[src/rtl/tv_seq_pkg.sv]
`default_nettype none
// ============================================================================
// Module   : tv_seq_pkg
// Brief    : Shared types, opcodes and instruction classifier for the
//            multicycle test-vector sequencer.
// Revision : 1.0 - initial release
// ============================================================================
package tv_seq_pkg;

    typedef enum logic [1:0] {
        IDLE = 2'd0,
        RUN  = 2'd1,
        DONE = 2'd2
    } state_e;

    localparam logic [1:0] OP_DP  = 2'b00;
    localparam logic [1:0] OP_MEM = 2'b01;
    localparam logic [1:0] OP_B   = 2'b10;

    typedef enum logic [2:0] {
        CLS_DP  = 3'd0,
        CLS_STR = 3'd1,
        CLS_LDR = 3'd2,
        CLS_B   = 3'd3,
        CLS_ILL = 3'd4
    } cls_e;

    localparam int C_DEF_CYC_B   = 3;
    localparam int C_DEF_CYC_DP  = 4;
    localparam int C_DEF_CYC_STR = 4;
    localparam int C_DEF_CYC_LDR = 5;

    function automatic cls_e classify(input logic [1:0] op, input logic l_bit);
        cls_e cls;
        case (op)
            OP_DP:   cls = CLS_DP;
            OP_MEM:  cls = l_bit ? CLS_LDR : CLS_STR;
            OP_B:    cls = CLS_B;
            default: cls = CLS_ILL;
        endcase
        return cls;
    endfunction

    // Illegal opcodes take the data-processing length.
    function automatic logic [3:0] class_len(input cls_e cls,
                                             input logic [3:0] cyc_b,
                                             input logic [3:0] cyc_dp,
                                             input logic [3:0] cyc_str,
                                             input logic [3:0] cyc_ldr);
        logic [3:0] len;
        case (cls)
            CLS_B:   len = cyc_b;
            CLS_STR: len = cyc_str;
            CLS_LDR: len = cyc_ldr;
            default: len = cyc_dp;
        endcase
        return len;
    endfunction

endpackage
`default_nettype wire

[src/rtl/tv_seq_mem.sv]
`default_nettype none
// ============================================================================
// Module   : tv_seq_mem
// Brief    : Vector store, one synchronous write port and one combinational
//            read port. Contents survive reset.
// Revision : 1.0 - initial release
// ============================================================================
module tv_seq_mem #(
    parameter int DEPTH  = 64,
    parameter int WIDTH  = 69,
    parameter int ADDR_W = $clog2(DEPTH)
) (
    input  logic              clk,
    input  logic              we,
    input  logic [ADDR_W-1:0] waddr,
    input  logic [WIDTH-1:0]  wdata,
    input  logic [ADDR_W-1:0] raddr,
    output logic [WIDTH-1:0]  rdata
);

    logic [WIDTH-1:0] r_mem [DEPTH];

    always_ff @(posedge clk) begin
        if (we && (int'(waddr) < DEPTH)) begin
            r_mem[waddr] <= wdata;
        end
    end

    // Out-of-range reads (non power-of-two DEPTH) return an invalid slot.
    assign rdata = (int'(raddr) < DEPTH) ? r_mem[raddr] : '0;

endmodule
`default_nettype wire

[src/rtl/multicycle_tv_sequencer.sv]
`default_nettype none
// ============================================================================
// Module   : multicycle_tv_sequencer
// Brief    : Applies stored vectors to a multicycle ARM core for the number
//            of cycles its class needs and checks the result on the last one.
// Revision : 1.0 - initial release
// ============================================================================
module multicycle_tv_sequencer #(
    parameter int               INSTR_W  = 32,
    parameter int               FLAGS_W  = 4,
    parameter int               RES_W    = 32,
    parameter int               DEPTH    = 64,
    parameter int               ERR_W    = 16,
    parameter int               CYC_B    = 3,
    parameter int               CYC_DP   = 4,
    parameter int               CYC_STR  = 4,
    parameter int               CYC_LDR  = 5,
    parameter logic [RES_W-1:0] CMP_MASK = {RES_W{1'b1}},
    localparam int              ADDR_W   = $clog2(DEPTH),
    localparam int              VEC_W    = 1 + INSTR_W + FLAGS_W + RES_W
) (
    input  logic               clk,
    input  logic               reset,
    input  logic               load_en,
    input  logic [ADDR_W-1:0]  load_addr,
    input  logic [VEC_W-1:0]   load_data,
    input  logic               start,
    output logic [INSTR_W-1:0] instr,
    output logic [FLAGS_W-1:0] flags,
    output logic               step,
    input  logic [RES_W-1:0]   dut_result,
    output logic               busy,
    output logic               done,
    output logic [ADDR_W-1:0]  vec_idx,
    output logic [ERR_W-1:0]   errors,
    output logic               err,
    output logic               first_err_valid,
    output logic [ADDR_W-1:0]  first_err_idx
);
    import tv_seq_pkg::*;

    state_e             r_state, w_state_nxt;
    logic [INSTR_W-1:0] r_instr, w_instr_nxt;
    logic [FLAGS_W-1:0] r_flags, w_flags_nxt;
    logic [RES_W-1:0]   r_exp, w_exp_nxt;
    logic               r_step, w_step_nxt;
    logic [ADDR_W-1:0]  r_vec_idx, w_vec_idx_nxt;
    logic [3:0]         r_cnt, w_cnt_nxt;
    logic [ERR_W-1:0]   r_errors, w_errors_nxt;
    logic               r_err, w_err_nxt;
    logic               r_fev, w_fev_nxt;
    logic [ADDR_W-1:0]  r_fei, w_fei_nxt;

    logic [ADDR_W-1:0]  w_rd_addr;
    logic [VEC_W-1:0]   w_rd_data;
    logic               w_rd_valid;
    logic [INSTR_W-1:0] w_rd_instr;
    logic [FLAGS_W-1:0] w_rd_flags;
    logic [RES_W-1:0]   w_rd_exp;

    cls_e               w_cls;
    logic [3:0]         w_len;
    logic               w_check;
    logic               w_illegal;
    logic               w_mismatch;
    logic               w_fail;
    logic               w_last;
    logic [1:0]         w_inc;
    logic [ERR_W+1:0]   w_err_sum;
    logic [ERR_W-1:0]   w_errors_sat;

    tv_seq_mem #(
        .DEPTH  (DEPTH),
        .WIDTH  (VEC_W),
        .ADDR_W (ADDR_W)
    ) u_mem (
        .clk   (clk),
        .we    (load_en && (r_state != RUN)),
        .waddr (load_addr),
        .wdata (load_data),
        .raddr (w_rd_addr),
        .rdata (w_rd_data)
    );

    // Start reads slot 0; during a run the read port always looks one slot ahead.
    assign w_rd_addr  = (r_state == RUN) ? (r_vec_idx + ADDR_W'(1)) : '0;
    assign w_rd_valid = w_rd_data[VEC_W-1];
    assign w_rd_instr = w_rd_data[VEC_W-2 -: INSTR_W];
    assign w_rd_flags = w_rd_data[FLAGS_W+RES_W-1 -: FLAGS_W];
    assign w_rd_exp   = w_rd_data[RES_W-1:0];

    assign w_cls      = classify(r_instr[27:26], r_instr[20]);
    assign w_len      = class_len(w_cls, 4'(CYC_B), 4'(CYC_DP), 4'(CYC_STR), 4'(CYC_LDR));
    assign w_check    = (r_cnt == (w_len - 4'd1));
    assign w_illegal  = (w_cls == CLS_ILL);
    assign w_mismatch = |((dut_result ^ r_exp) & CMP_MASK);
    assign w_fail     = w_mismatch | w_illegal;
    assign w_last     = (r_vec_idx == ADDR_W'(DEPTH - 1)) || !w_rd_valid;

    assign w_inc        = {1'b0, w_mismatch} + {1'b0, w_illegal};
    assign w_err_sum    = {2'b00, r_errors} + {{ERR_W{1'b0}}, w_inc};
    assign w_errors_sat = (w_err_sum > {2'b00, {ERR_W{1'b1}}}) ? {ERR_W{1'b1}}
                                                              : w_err_sum[ERR_W-1:0];

    always_comb begin
        w_state_nxt   = r_state;
        w_instr_nxt   = r_instr;
        w_flags_nxt   = r_flags;
        w_exp_nxt     = r_exp;
        w_step_nxt    = 1'b0;
        w_vec_idx_nxt = r_vec_idx;
        w_cnt_nxt     = r_cnt;
        w_errors_nxt  = r_errors;
        w_err_nxt     = 1'b0;
        w_fev_nxt     = r_fev;
        w_fei_nxt     = r_fei;

        unique case (r_state)
            IDLE, DONE: begin
                if (start) begin
                    w_errors_nxt  = '0;
                    w_fev_nxt     = 1'b0;
                    w_fei_nxt     = '0;
                    w_vec_idx_nxt = '0;
                    if (w_rd_valid) begin
                        w_instr_nxt = w_rd_instr;
                        w_flags_nxt = w_rd_flags;
                        w_exp_nxt   = w_rd_exp;
                        w_cnt_nxt   = 4'd0;
                        w_step_nxt  = 1'b1;
                        w_state_nxt = RUN;
                    end else begin
                        w_state_nxt = DONE;
                    end
                end
            end
            RUN: begin
                if (w_check) begin
                    w_errors_nxt = w_errors_sat;
                    if (w_fail) begin
                        w_err_nxt = 1'b1;
                        if (!r_fev) begin
                            w_fev_nxt = 1'b1;
                            w_fei_nxt = r_vec_idx;
                        end
                    end
                    if (w_last) begin
                        w_state_nxt = DONE;
                    end else begin
                        w_instr_nxt   = w_rd_instr;
                        w_flags_nxt   = w_rd_flags;
                        w_exp_nxt     = w_rd_exp;
                        w_vec_idx_nxt = r_vec_idx + ADDR_W'(1);
                        w_cnt_nxt     = 4'd0;
                        w_step_nxt    = 1'b1;
                    end
                end else begin
                    w_cnt_nxt = r_cnt + 4'd1;
                end
            end
            default: w_state_nxt = IDLE;
        endcase
    end

    always_ff @(posedge clk) begin
        if (reset) begin
            r_state   <= IDLE;
            r_instr   <= '0;
            r_flags   <= '0;
            r_exp     <= '0;
            r_step    <= 1'b0;
            r_vec_idx <= '0;
            r_cnt     <= 4'd0;
            r_errors  <= '0;
            r_err     <= 1'b0;
            r_fev     <= 1'b0;
            r_fei     <= '0;
        end else begin
            r_state   <= w_state_nxt;
            r_instr   <= w_instr_nxt;
            r_flags   <= w_flags_nxt;
            r_exp     <= w_exp_nxt;
            r_step    <= w_step_nxt;
            r_vec_idx <= w_vec_idx_nxt;
            r_cnt     <= w_cnt_nxt;
            r_errors  <= w_errors_nxt;
            r_err     <= w_err_nxt;
            r_fev     <= w_fev_nxt;
            r_fei     <= w_fei_nxt;
        end
    end

    assign instr           = r_instr;
    assign flags           = r_flags;
    assign step            = r_step;
    assign busy            = (r_state == RUN);
    assign done            = (r_state == DONE);
    assign vec_idx         = r_vec_idx;
    assign errors          = r_errors;
    assign err             = r_err;
    assign first_err_valid = r_fev;
    assign first_err_idx   = r_fei;

endmodule
`default_nettype wire

[config.mk]
export PLATFORM = sky130hd
export DESIGN_NAME = multicycle_tv_sequencer
export DESIGN_NICKNAME = d
export VERILOG_FILES = /design/src/rtl/tv_seq_pkg.sv /design/src/rtl/tv_seq_mem.sv /design/src/rtl/multicycle_tv_sequencer.sv
export SDC_FILE = /design/constraint.sdc
export NUM_CORES = 2
export LEC_CHECK = 0
export CORE_MARGIN = 5
export CORE_UTILIZATION = 45
export DETAILED_ROUTE_END_ITERATION = 10
export SLEW_MARGIN = 10
export SYNTH_ARGS = -nofsm -noshare
export SYNTH_HDL_FRONTEND = slang
export SYNTH_MEMORY_MAX_BITS = 65536
export SYNTH_SLANG_ARGS = --single-unit
[constraint.sdc]
create_clock -name clk -period 14.95 [get_ports clk]
set_clock_uncertainty 0.05 [all_clocks]
set_input_delay 2.2425 -clock clk [delete_from_list [all_inputs] [get_ports clk]]
set_output_delay 2.2425 -clock clk [all_outputs]
set_load 0.03 [all_outputs]
==> impl_results.md <==
* Outcome: finished, final reports clean
* Synthesized flop and latch total at 4,521
* Slew margin rel. at 9.61%
* Hold depth at 2
* Period utilisation layout at 49.7%
* Wirelength per Cell at approximately 40 µm
* I/O Pins at 180
* Final Max Slew Viols at 0
* Die area at 399,000 µm²
* Tightest Pin Transition at 1360 ps
* R2R depth at 12
* Post-Syn Instances at 10.9k
* Synthesis-to-layout area growth at 12.7%
* Postcts setup bufs at 0
* RSZ-0062 raised after global routing: false
* Top_reg_cell synth: edfxtp_1
* FF-to-FF End: r_exp[0]
* Chip Height at 632 µm
* Sequential area share after synthesis at 77.4%
* Min-delay worst type: reg2reg
* Clk sinks at 4,521
* Placed insts at between 15k and 20k
* Largest net degree at the start of global routing at 160
* Final Setup Violations at 0
* Synthesized area per cell at 16.0 µm²
* CP Capture Type: flip-flop
* Grt total ovfl at 0
* Total track usage at a little under a third
* Crit path to: r_exp[0]
* Crit path cell chain: ha_1 > buf_4 > and3b_4 > buf_4 > buf_12 > buf_4 > nand2_1 > nor2_1 > nand3_1 > o2111ai_1 > or3_1 > a311oi_1
* CTS Hold Bufs at 0
* Setup crit start: vec_idx[0]
* CP max FO at between 90 and 100
* Arrival time at the worst endpoint at 8240 ps
* Routed vias at 113k
* Initial Util at 45.1%
* CTS tree: built
* Die Width at 632 µm
* Most common cell on crit path: buf_4
* Critical Path Max Stage Delay at between 1000 and 1500 ps
* First-pass GRT wire length at 877,000 µm
* Setup_tns at 0 ps
* Mapped Nets at 11.0k
* Clk_lat worst skew at ~1000 ps
* Leakage at 60.2 nW
* Initial antenna violation count at just under 60
* Slowest stage cell, crit path: nor2_1
* Setup Crit Path Kind: reg2reg
* Netlist cell types at 92
* Detail Route Antenna Nets at 0
* # resized after CTS at 0
* RePlAce Congestion at 0.848
* Wirelength, routed at between 600,000 and 700,000 µm
* H-tree depth at 5
* Vias in the first global route at around 110k
* Clock Pin Slew Worst Setup and Hold Paths at 60 ps
* Post-synth EDFFs at approximately 4.4k
* P per Cell Area at 134 nW/µm²
* Crit path buffers/inverters at 4
* Min Tclk post-route at 7420 ps
* Core Box Area at 386,000 µm²
* Synth Cell Area at 174,000 µm²
* Total iterations of the first detailed-routing run at 8
* Final Hold Vio Count at 0
* Residual DRC count at 0
* Rows at between 200 and 250
* IO buf count at 179
* Non-filler cells, final at 16.6k
* YS warnings at 0
* Share of cells above drive strength 1 at approximately 11%
* Reg2reg start: vec_idx[0]
* # nets final at 11.1k
* Post-synth ARST share at 0%
* Worst path required time at 15,770 ps
* Crit path max-delay family: simple AND/OR/NAND/NOR gates
* CTS Buffer Depth at 4
* Maximum VDD drop at 0.117 mV
* Iter 0 DRT Violations at 19.5k
* Routed vias/inst at 6.81
* Highest clock rate at 135 MHz
* R2r setup slk at between 7000 and 8000 ps
* Max-cap viol count at 0
* Clock root buffer: clkbuf_16
* Setup crit start kind: flip-flop
* Critical path depth in cells at 12
* TritonCTS Buffers at 452
* Dpl hpwl at between 300,000 and 400,000 µm
## layout make-up
cell class | instances | area, µm²
fill | 31500 | 190000
tap | 5175 | 6470
multi-input combinational | 5465 | 36200
inverter | 32 | 126
clock buffer | 606 | 12200
timing repair buffer | 512 | 4380
clock inverter | 227 | 1970
antenna | 41 | 103
sequential | 4521 | 135000
## worst min path at each step
| stage | start | endpoint | slack (ps) |
|---|---|---|---|
| after CTS | instr[2] | instr[2] | 430 |
| after floorplan | r_exp[26] | r_exp[26] | 390 |
| after global placement | r_exp[18] | r_exp[18] | 410 |
| final | instr[2] | instr[2] | 430 |
| after global routing | instr[2] | instr[2] | 450 |
| after detailed placement | instr[2] | instr[2] | 420 |
## cell usage in the layout (no fill, tap or decap), types with 75 or more instances in the layout
master,n
o22ai_1,431
a21oi_1,670
clkinv_1,96
dfxtp_1,104
buf_4,300
mux4_2,117
edfxtp_1,4416
nor2_1,185
o21ai_0,316
clkbuf_1,129
clkbuf_16,456
o221ai_1,726
nand3_1,305
mux2i_1,303
nor3_1,100
nand2_1,1158
clkdlybuf4s50_1,109
nor2_4,75
a31oi_1,154
## synthesized netlist by cell type, drive strengths merged (13+ instances only)
cell / instances / share of area, %
a21o: 13 / 0.056
nor2: 267 / 0.58
o221ai: 726 / 3.7
a221oi: 45 / 0.23
buf: 564 / 1.7
xor2: 33 / 0.17
nand2: 1168 / 2.5
inv: 32 / 0.069
mux2: 23 / 0.15
mux2i: 306 / 1.8
clkbuf: 281 / 0.61
nor4: 60 / 0.22
a311o: 20 / 0.11
a211oi: 65 / 0.28
nand4: 34 / 0.12
a211o: 24 / 0.12
o21ai: 322 / 0.93
a31oi: 156 / 0.56
mux4: 117 / 1.5
a22oi: 35 / 0.15
nor3: 101 / 0.29
and3: 49 / 0.18
o31ai: 39 / 0.17
a2111oi: 19 / 0.099
edfxtp: 4416 / 76
a32oi: 18 / 0.091
o22ai: 431 / 1.5
nand2b: 14 / 0.050
a21oi: 672 / 1.9
o41ai: 29 / 0.15
o311ai: 24 / 0.12
a311oi: 15 / 0.075
or3: 25 / 0.090
o211ai: 44 / 0.19
dfxtp: 105 / 1.2
o31a: 14 / 0.070
nor2b: 28 / 0.10
o32ai: 40 / 0.21
nand3: 307 / 0.89
a22o: 18 / 0.091
## worst min-delay path, cell delays in order, from the launching register on
cell and delay [ps]:
dfxtp_1 320, nand2_1 60, a21oi_1 50
## stage by stage
| step | instance area (µm²) | power, mW | hold WS [ps] | worst slack [ps] | utilization [%] |
|---|---|---|---|---|---|
| 2_1_floorplan | 174000 | 14.9 | 394 | 8430 | - |
| 3_5_place_dp | 182000 | 15.4 | 419 | 7400 | 47.2 |
| 3_3_place_gp | 182000 | 15.4 | 414 | 7220 | 47.1 |
| 6_report | 196000 | 26.2 | 431 | 7530 | 50.9 |
| 5_1_grt | 196000 | 26.9 | 450 | 7770 | 50.8 |
| 4_1_cts | 196000 | 26.2 | 428 | 7870 | 50.8 |
## power breakdown
| group | internal (mW) | total, mW | switching [mW] |
|---|---|---|---|
| registers | 14.0 | 14.0 | 0.0493 |
| clock network | 6.20 | 11.0 | 4.83 |
| logic | 0.286 | 1.19 | 0.905 |
## logic make-up after synthesis
group / synth area share, %
compound gates: 11.4
mux: 3.42
simple gates: 5.31
fa+ha+maj: 0.0331
buf+inv: 2.33
xor+xnor: 0.185
flops: 77.4
## layer usage
metal | wire (µm) | track usage, % | vias to the layer above
met3 | 85500 | 8.23 | 1717
met2 | 290000 | 47.5 | 9124
met5 | 189 | 0 | -
met4 | 40800 | 16.7 | 32
met1 | 230000 | 41.6 | 57800
li1 | - | - | 44200
## flip-flops by register name, indices dropped and copies added (netlist names), 4 cells and up
name,count
errors,16
first_err_idx,6
flags,4
instr,32
r_cnt,4
r_exp,32
u_mem.r_mem,4416
vec_idx,6
No activity file was read; power rests on OpenSTA's default activity.
